$ cat config.mk
export PLATFORM = sky130hd
export DESIGN_NAME = resize_accel_udiv_32ns_16ns_seq_flat
export DESIGN_NICKNAME = d
export VERILOG_FILES = /design/src/rtl/resize_accel_udiv_32ns_16ns_seq_pkg.sv /design/src/rtl/resize_accel_udiv_32ns_16ns_seq_if.sv /design/src/rtl/resize_accel_udiv_step.sv /design/src/rtl/resize_accel_udiv_32ns_16ns_seq.sv /design/src/flat_wrapper.sv
export SDC_FILE = /design/constraint.sdc
export NUM_CORES = 1
export LEC_CHECK = 0
export BUFFER_PORTS_ARGS = -buffer_cell sky130_fd_sc_hd__buf_4
export CORE_MARGIN = 10
export CORE_UTILIZATION = 45
export CTS_BUF_LIST = sky130_fd_sc_hd__clkbuf_2
export CTS_CLUSTER_SIZE = 28
export DETAILED_ROUTE_END_ITERATION = 8
export HOLD_SLACK_MARGIN = 0.15
export PLACE_DENSITY = 0.66
export SYNTH_ARGS = -nofsm -noshare
export SYNTH_HDL_FRONTEND = slang
export SYNTH_SLANG_ARGS = --single-unit
$ cat constraint.sdc
create_clock -name clk -period 4.7 [get_ports clk]
set_input_delay 0 -clock clk [delete_from_list [all_inputs] [get_ports clk]]
set_output_delay 0 -clock clk [all_outputs]
set_load 0.01 [all_outputs]
$ cat src/rtl/resize_accel_udiv_32ns_16ns_seq_pkg.sv
// Shared types and default sizing for the sequential 32/16 unsigned divider.
package resize_accel_udiv_32ns_16ns_seq_pkg;

    localparam int unsigned DefDividendW = 32;
    localparam int unsigned DefDivisorW  = 16;

    typedef enum logic [1:0] {
        StIdle = 2'd0,
        StCalc = 2'd1,
        StDone = 2'd2
    } state_e;

    // Counter must be able to hold the full iteration count, not just count-1.
    function automatic int unsigned cnt_width(input int unsigned dividend_w);
        return $clog2(dividend_w + 1);
    endfunction

    localparam int unsigned DefCntW = cnt_width(DefDividendW);

endpackage

$ cat src/rtl/resize_accel_udiv_32ns_16ns_seq_if.sv
// Operand/result handshake bundle for the sequential divider.
interface resize_accel_udiv_32ns_16ns_seq_if
    import resize_accel_udiv_32ns_16ns_seq_pkg::*;
#(
    parameter int unsigned DIVIDEND_W = DefDividendW,
    parameter int unsigned DIVISOR_W  = DefDivisorW
) ();

    logic                  in_valid;
    logic                  in_ready;
    logic [DIVIDEND_W-1:0] din0;
    logic [DIVISOR_W-1:0]  din1;
    logic                  out_valid;
    logic                  out_ready;
    logic [DIVIDEND_W-1:0] quot;
    logic [DIVISOR_W-1:0]  rem;
    logic                  div_zero;

    modport master (
        output in_valid, din0, din1, out_ready,
        input  in_ready, out_valid, quot, rem, div_zero
    );

    modport slave (
        input  in_valid, din0, din1, out_ready,
        output in_ready, out_valid, quot, rem, div_zero
    );

endinterface

$ cat src/rtl/resize_accel_udiv_step.sv
// One radix-2 restoring division step: shift in a dividend bit, trial-subtract, restore.
module resize_accel_udiv_step #(
    parameter int unsigned DIVISOR_W = 16
) (
    input  logic [DIVISOR_W:0]   rem_i,
    input  logic                 bit_i,
    input  logic [DIVISOR_W-1:0] divisor_i,
    output logic [DIVISOR_W:0]   rem_o,
    output logic                 quot_bit_o
);

    logic [DIVISOR_W:0]   shifted;
    logic [DIVISOR_W+1:0] diff;

    // A set rem_i MSB means the true shifted value exceeds any divisor (only
    // reachable with a zero divisor), so the quotient bit is forced to one.
    always_comb begin
        shifted    = {rem_i[DIVISOR_W-1:0], bit_i};
        diff       = {1'b0, shifted} - {2'b00, divisor_i};
        quot_bit_o = rem_i[DIVISOR_W] | ~diff[DIVISOR_W+1];
        rem_o      = quot_bit_o ? diff[DIVISOR_W:0] : shifted;
    end

endmodule

$ cat src/rtl/resize_accel_udiv_32ns_16ns_seq.sv
// Sequential unsigned divider: one quotient bit per enabled clock, MSB first.
module resize_accel_udiv_32ns_16ns_seq
    import resize_accel_udiv_32ns_16ns_seq_pkg::*;
#(
    parameter int unsigned DIVIDEND_W = DefDividendW,
    parameter int unsigned DIVISOR_W  = DefDivisorW
) (
    input  logic clk,
    input  logic reset_n,
    input  logic ce,
    resize_accel_udiv_32ns_16ns_seq_if.slave bus
);

    localparam int unsigned     CntW    = cnt_width(DIVIDEND_W);
    localparam logic [CntW-1:0] LastCnt = CntW'(DIVIDEND_W - 1);

    state_e                state_q;
    logic [CntW-1:0]       cnt_q;
    logic [DIVIDEND_W-1:0] dividend_q;
    logic [DIVISOR_W-1:0]  divisor_q;
    logic [DIVISOR_W:0]    part_rem_q;
    logic [DIVIDEND_W-1:0] quot_q;
    logic [DIVISOR_W-1:0]  rem_q;
    logic                  div_zero_q;
    logic                  in_ready_q;
    logic                  out_valid_q;

    logic [DIVISOR_W:0]    step_rem;
    logic                  step_bit;
    logic [DIVIDEND_W-1:0] quot_next;

    resize_accel_udiv_step #(
        .DIVISOR_W (DIVISOR_W)
    ) u_step (
        .rem_i      (part_rem_q),
        .bit_i      (dividend_q[DIVIDEND_W-1]),
        .divisor_i  (divisor_q),
        .rem_o      (step_rem),
        .quot_bit_o (step_bit)
    );

    // Dividend register doubles as the quotient shift register.
    assign quot_next = {dividend_q[DIVIDEND_W-2:0], step_bit};

    always_ff @(posedge clk or negedge reset_n) begin
        if (!reset_n) begin
            state_q     <= StIdle;
            cnt_q       <= '0;
            dividend_q  <= '0;
            divisor_q   <= '0;
            part_rem_q  <= '0;
            quot_q      <= '0;
            rem_q       <= '0;
            div_zero_q  <= 1'b0;
            in_ready_q  <= 1'b1;
            out_valid_q <= 1'b0;
        end else if (ce) begin
            unique case (state_q)
                StIdle: begin
                    if (bus.in_valid) begin
                        dividend_q <= bus.din0;
                        divisor_q  <= bus.din1;
                        part_rem_q <= '0;
                        cnt_q      <= '0;
                        in_ready_q <= 1'b0;
                        state_q    <= StCalc;
                    end
                end
                StCalc: begin
                    part_rem_q <= step_rem;
                    dividend_q <= quot_next;
                    cnt_q      <= cnt_q + CntW'(1);
                    if (cnt_q == LastCnt) begin
                        quot_q      <= quot_next;
                        rem_q       <= step_rem[DIVISOR_W-1:0];
                        div_zero_q  <= (divisor_q == '0);
                        out_valid_q <= 1'b1;
                        state_q     <= StDone;
                    end
                end
                StDone: begin
                    if (bus.out_ready) begin
                        out_valid_q <= 1'b0;
                        in_ready_q  <= 1'b1;
                        state_q     <= StIdle;
                    end
                end
                default: begin
                    in_ready_q  <= 1'b1;
                    out_valid_q <= 1'b0;
                    state_q     <= StIdle;
                end
            endcase
        end
    end

    assign bus.in_ready  = in_ready_q;
    assign bus.out_valid = out_valid_q;
    assign bus.quot      = quot_q;
    assign bus.rem       = rem_q;
    assign bus.div_zero  = div_zero_q;

    a_ready_valid_excl: assert property (@(posedge clk) disable iff (!reset_n)
        !(in_ready_q && out_valid_q));

    a_result_held: assert property (@(posedge clk) disable iff (!reset_n)
        (out_valid_q && !(ce && bus.out_ready)) |=>
            (out_valid_q && $stable(quot_q) && $stable(rem_q) && $stable(div_zero_q)));

endmodule

$ cat src/flat_wrapper.sv
// flat-port wrapper written by rule: the top's interface ports become plain ports
module resize_accel_udiv_32ns_16ns_seq_flat import resize_accel_udiv_32ns_16ns_seq_pkg::*;
#(
    parameter int unsigned DIVIDEND_W = DefDividendW,
    parameter int unsigned DIVISOR_W  = DefDivisorW
)
  (clk, reset_n, ce, bus_in_valid, bus_din0, bus_din1, bus_out_ready, bus_in_ready, bus_out_valid, bus_quot, bus_rem, bus_div_zero);
  resize_accel_udiv_32ns_16ns_seq_if #(.DIVIDEND_W(DIVIDEND_W), .DIVISOR_W(DIVISOR_W)) bus_i ();
  input  logic clk;
  input  logic reset_n;
  input  logic ce;
  input wire logic [$bits(bus_i.in_valid)-1:0] bus_in_valid;
  input wire logic [$bits(bus_i.din0)-1:0] bus_din0;
  input wire logic [$bits(bus_i.din1)-1:0] bus_din1;
  input wire logic [$bits(bus_i.out_ready)-1:0] bus_out_ready;
  output wire logic [$bits(bus_i.in_ready)-1:0] bus_in_ready;
  output wire logic [$bits(bus_i.out_valid)-1:0] bus_out_valid;
  output wire logic [$bits(bus_i.quot)-1:0] bus_quot;
  output wire logic [$bits(bus_i.rem)-1:0] bus_rem;
  output wire logic [$bits(bus_i.div_zero)-1:0] bus_div_zero;
  assign bus_i.in_valid = bus_in_valid;
  assign bus_i.din0 = bus_din0;
  assign bus_i.din1 = bus_din1;
  assign bus_i.out_ready = bus_out_ready;
  assign bus_in_ready = bus_i.in_ready;
  assign bus_out_valid = bus_i.out_valid;
  assign bus_quot = bus_i.quot;
  assign bus_rem = bus_i.rem;
  assign bus_div_zero = bus_i.div_zero;
  resize_accel_udiv_32ns_16ns_seq #(.DIVIDEND_W(DIVIDEND_W), .DIVISOR_W(DIVISOR_W)) u_core (.clk(clk), .reset_n(reset_n), .ce(ce), .bus(bus_i));
endmodule
==> flow_metrics.tcl <==
set metrics [dict create \
    status "completed" \
    p_per_area_nw_per_um2 512.7 \
    holdPathStages 5 \
    clock_sinks 124 \
    place_hpwl_um 10600 \
    drtAntennaViolNets 0 \
    wl_per_cell_um 16.32 \
    dieWidth_um 136.1 \
    holdWs_ns 0.2314 \
    leakage_nw 4.320 \
    hp-class "input pin to register" \
    ys_seq_area_share_pct 51.22 \
    postCtsSetupBuffers 0 \
    avgSynthCellArea_um2 9.455 \
    grt_use_total_pct 18.99 \
    finalCriticalPeriod_ns 3.063 \
    tns_ns 0 \
    finalSetupViolations 0 \
    fmax_mhz 326.5 \
    vias 5410 \
    grt_pass1_wl_um 28120 \
    synth_cell_type_count 58 \
    cts_tree "built" \
    routed_wl_um 17150 \
    mostFrequentLayoutCell "nand2_1" \
    synth-edff-count 0 \
    grt_antenna_before_repair 1 \
    r2r-end "u_core.bus.rem[3]$_DFFE_PN0P_" \
    rows 42 \
    async_flop_share_pct 100.0 \
    fillers 1099 \
    ff2ff_path_depth 7 \
    synthDominantCellAreaShare_pct 50.78 \
    yosys_warnings 0 \
    hold_viol 0 \
    syn_area_um2 6061 \
    worstHoldStart "bus_out_ready" \
    areaGrowthSynthToFinish_pct 39.72 \
    worstPathMaxFanout 60 \
    cts_root_buffer "clkbuf_2" \
    period_share_pct 65.16 \
    rsz0062_at_grt "false" \
    start_kind "register" \
    syn_nets 712 \
    clk_pin_slew_ns 0.19 \
    cp.required_ns 5.25 \
    maxCapViolCount 0 \
    relSlewSlack_pct 17.92 \
    drive_above_1_share_pct 18.21 \
    io_pins 104 \
    die_h_um 136.1 \
    path_class "register to register" \
    synth_area_leaders "dfrtp_1, nand2_1, mux2i_1, o21ai_0, ha_1" \
    nNetsFinal 931 \
    h-tree-depth 4 \
    clock_latency_ns 0.72 \
    clockBufferDepth 2 \
    core-area_um2 13240 \
    postSynthCellCount 641 \
    drt-initial-drc-count 291 \
    dieArea_um2 18510 \
    critPathCaptureType "register" \
    gp_congestion 0.8640 \
    grt_pass1_vias 5692 \
    yosys.area.top_type "dfrtp_1" \
    cts_resized 0 \
    start_util_pct 45.77 \
    critical_path_arrival_ns 3.62 \
    tightest_slew_ns 1.227 \
    rr_startpoint "u_core.state_q[0]$_DFFE_PN0P_" \
    cts_hold_buffers 124 \
    vias_per_cell 5.147 \
    synth_seq_cells 124 \
    drc 0 \
    peakVddDrop_mv 0.2246 \
    r2r_slack_ns 1.64 \
    min_to "u_core.bus.out_valid$_DFFE_PN0P_" \
    port_buffers 103 \
    design_area_um2 8468 \
    slew_violations 0 \
    overflow 0 \
    final_cell_mix "nand2_1, dlygate4sd3_1, dfrtp_1" \
    totalPowerFinal_mw 4.342 \
    grt_max_degree 82 \
    synthFlopType "dfrtp_1" \
    clock_skew_ns 0.02255 \
    numCtsBuffers 17 \
    dpl-instance-area_um2 6970 \
    drtPass1Iterations 5 \
]
[Yosys cell counts (2+ instances only)]
cell and number:
nand2_1 179, dfrtp_1 123, o21ai_0 74, mux2i_1 43, inv_1 22, clkbuf_1 21, nor2_1 21, ha_1 17
a21oi_1 16, o21ai_1 14, buf_2 8, nand3_1 7, xnor2_1 7, a211oi_1 4, a21o_1 4, a22o_1 4
and3_1 4, mux2_2 4, nor2b_1 4, nor4_1 4, a31oi_1 3, and2_1 3, nand2b_1 3, nor3_1 3
nor3b_1 3, o21a_1 3, o22ai_1 3, o31ai_1 3, xor2_1 3, a21boi_0 2, a21oi_2 2, a32oi_1 2
nor2_2 2, o21ai_2 2
[stage by stage]
step / instances / worst slack, ns / util [%]
CTS: 1049 / 1.671 / 63.91
global placement: 893 / 1.713 / 52.64
detailed placement: 893 / 1.700 / 52.64
global route: 1050 / 1.368 / 63.93
floorplan: 641 / 2.373 / -
finish: 1051 / 1.637 / 63.95
[how the worst max path moves through the flow]
stage                                      startpoint                              to  slack (ns)
detailed placement      u_core.state_q[0]$_DFFE_PN0P_  u_core.bus.rem[10]$_DFFE_PN0P_        1.70
global route            u_core.state_q[0]$_DFFE_PN0P_  u_core.bus.rem[10]$_DFFE_PN0P_        1.37
finish                  u_core.state_q[0]$_DFFE_PN0P_   u_core.bus.rem[3]$_DFFE_PN0P_        1.64
floorplan           u_core.part_rem_q[13]$_DFFE_PN0P_   u_core.bus.rem[0]$_DFFE_PN0P_        2.37
CTS                     u_core.state_q[0]$_DFFE_PN0P_  u_core.bus.rem[10]$_DFFE_PN0P_        1.67
global placement        u_core.state_q[0]$_DFFE_PN0P_  u_core.bus.rem[10]$_DFFE_PN0P_        1.71
[worst max-delay path, stage by stage, from the launching register on]
cell,delay (ns)
dfrtp_1,0.56
inv_1,0.17
nor2_4,0.11
buf_4,0.48
and2_1,0.39
nand2_2,0.75
nand2_1,0.27
o21ai_0,0.11
[layout make-up]
class | count | area [um^2] | area share, %
antenna | 2 | 5.005 | 0.05910
clock buffer | 17 | 85.08 | 1.005
clock inverter | 15 | 148.9 | 1.758
timing repair buffer | 231 | 2062 | 24.35
multi-input combinational | 464 | 2760 | 32.59
inverter | 22 | 82.58 | 0.9752
tap | 176 | 220.2 | 2.600
sequential | 124 | 3104 | 36.66
[routing by layer]
metal	wire [um]	share of wire (%)	GRT usage [%]
met5	0	0	0
met4	354	2.1	7.870
met3	841	4.9	4.760
met2	8965	52	33.15
met1	6991	41	21.67
[flip-flops by register name, summed over array words and instances, names as in the netlist]
| register | cells |
|---|---|
| u_core.bus.quot | 32 |
| u_core.divisor_q | 16 |
| u_core.bus.in_ready | 1 |
| u_core.cnt_q | 6 |
| u_core.part_rem_q | 17 |
| u_core.bus.div_zero | 1 |
| u_core.dividend_q | 32 |
| u_core.bus.rem | 16 |
| u_core.state_q | 2 |
| u_core.bus.out_valid | 1 |
[cells by family after synthesis]
kind of cell | share of synthesized area (%)
XOR/XNOR | 1.445
AND/OR/NAND/NOR | 16.29
adder cells (fa/ha/maj) | 3.840
multiplexers | 8.092
buffers and inverters | 3.592
AO/OA/AOI/OAI | 15.52
flip-flops | 51.22
[power breakdown]
part | switching (mW) | leakage [nW] | internal, mW
clock network | 0.428 | 0.136 | 0.242
logic | 1.07 | 2.57 | 0.936
registers | 0.266 | 1.61 | 1.40
No activity file was read; power rests on OpenSTA's default activity.
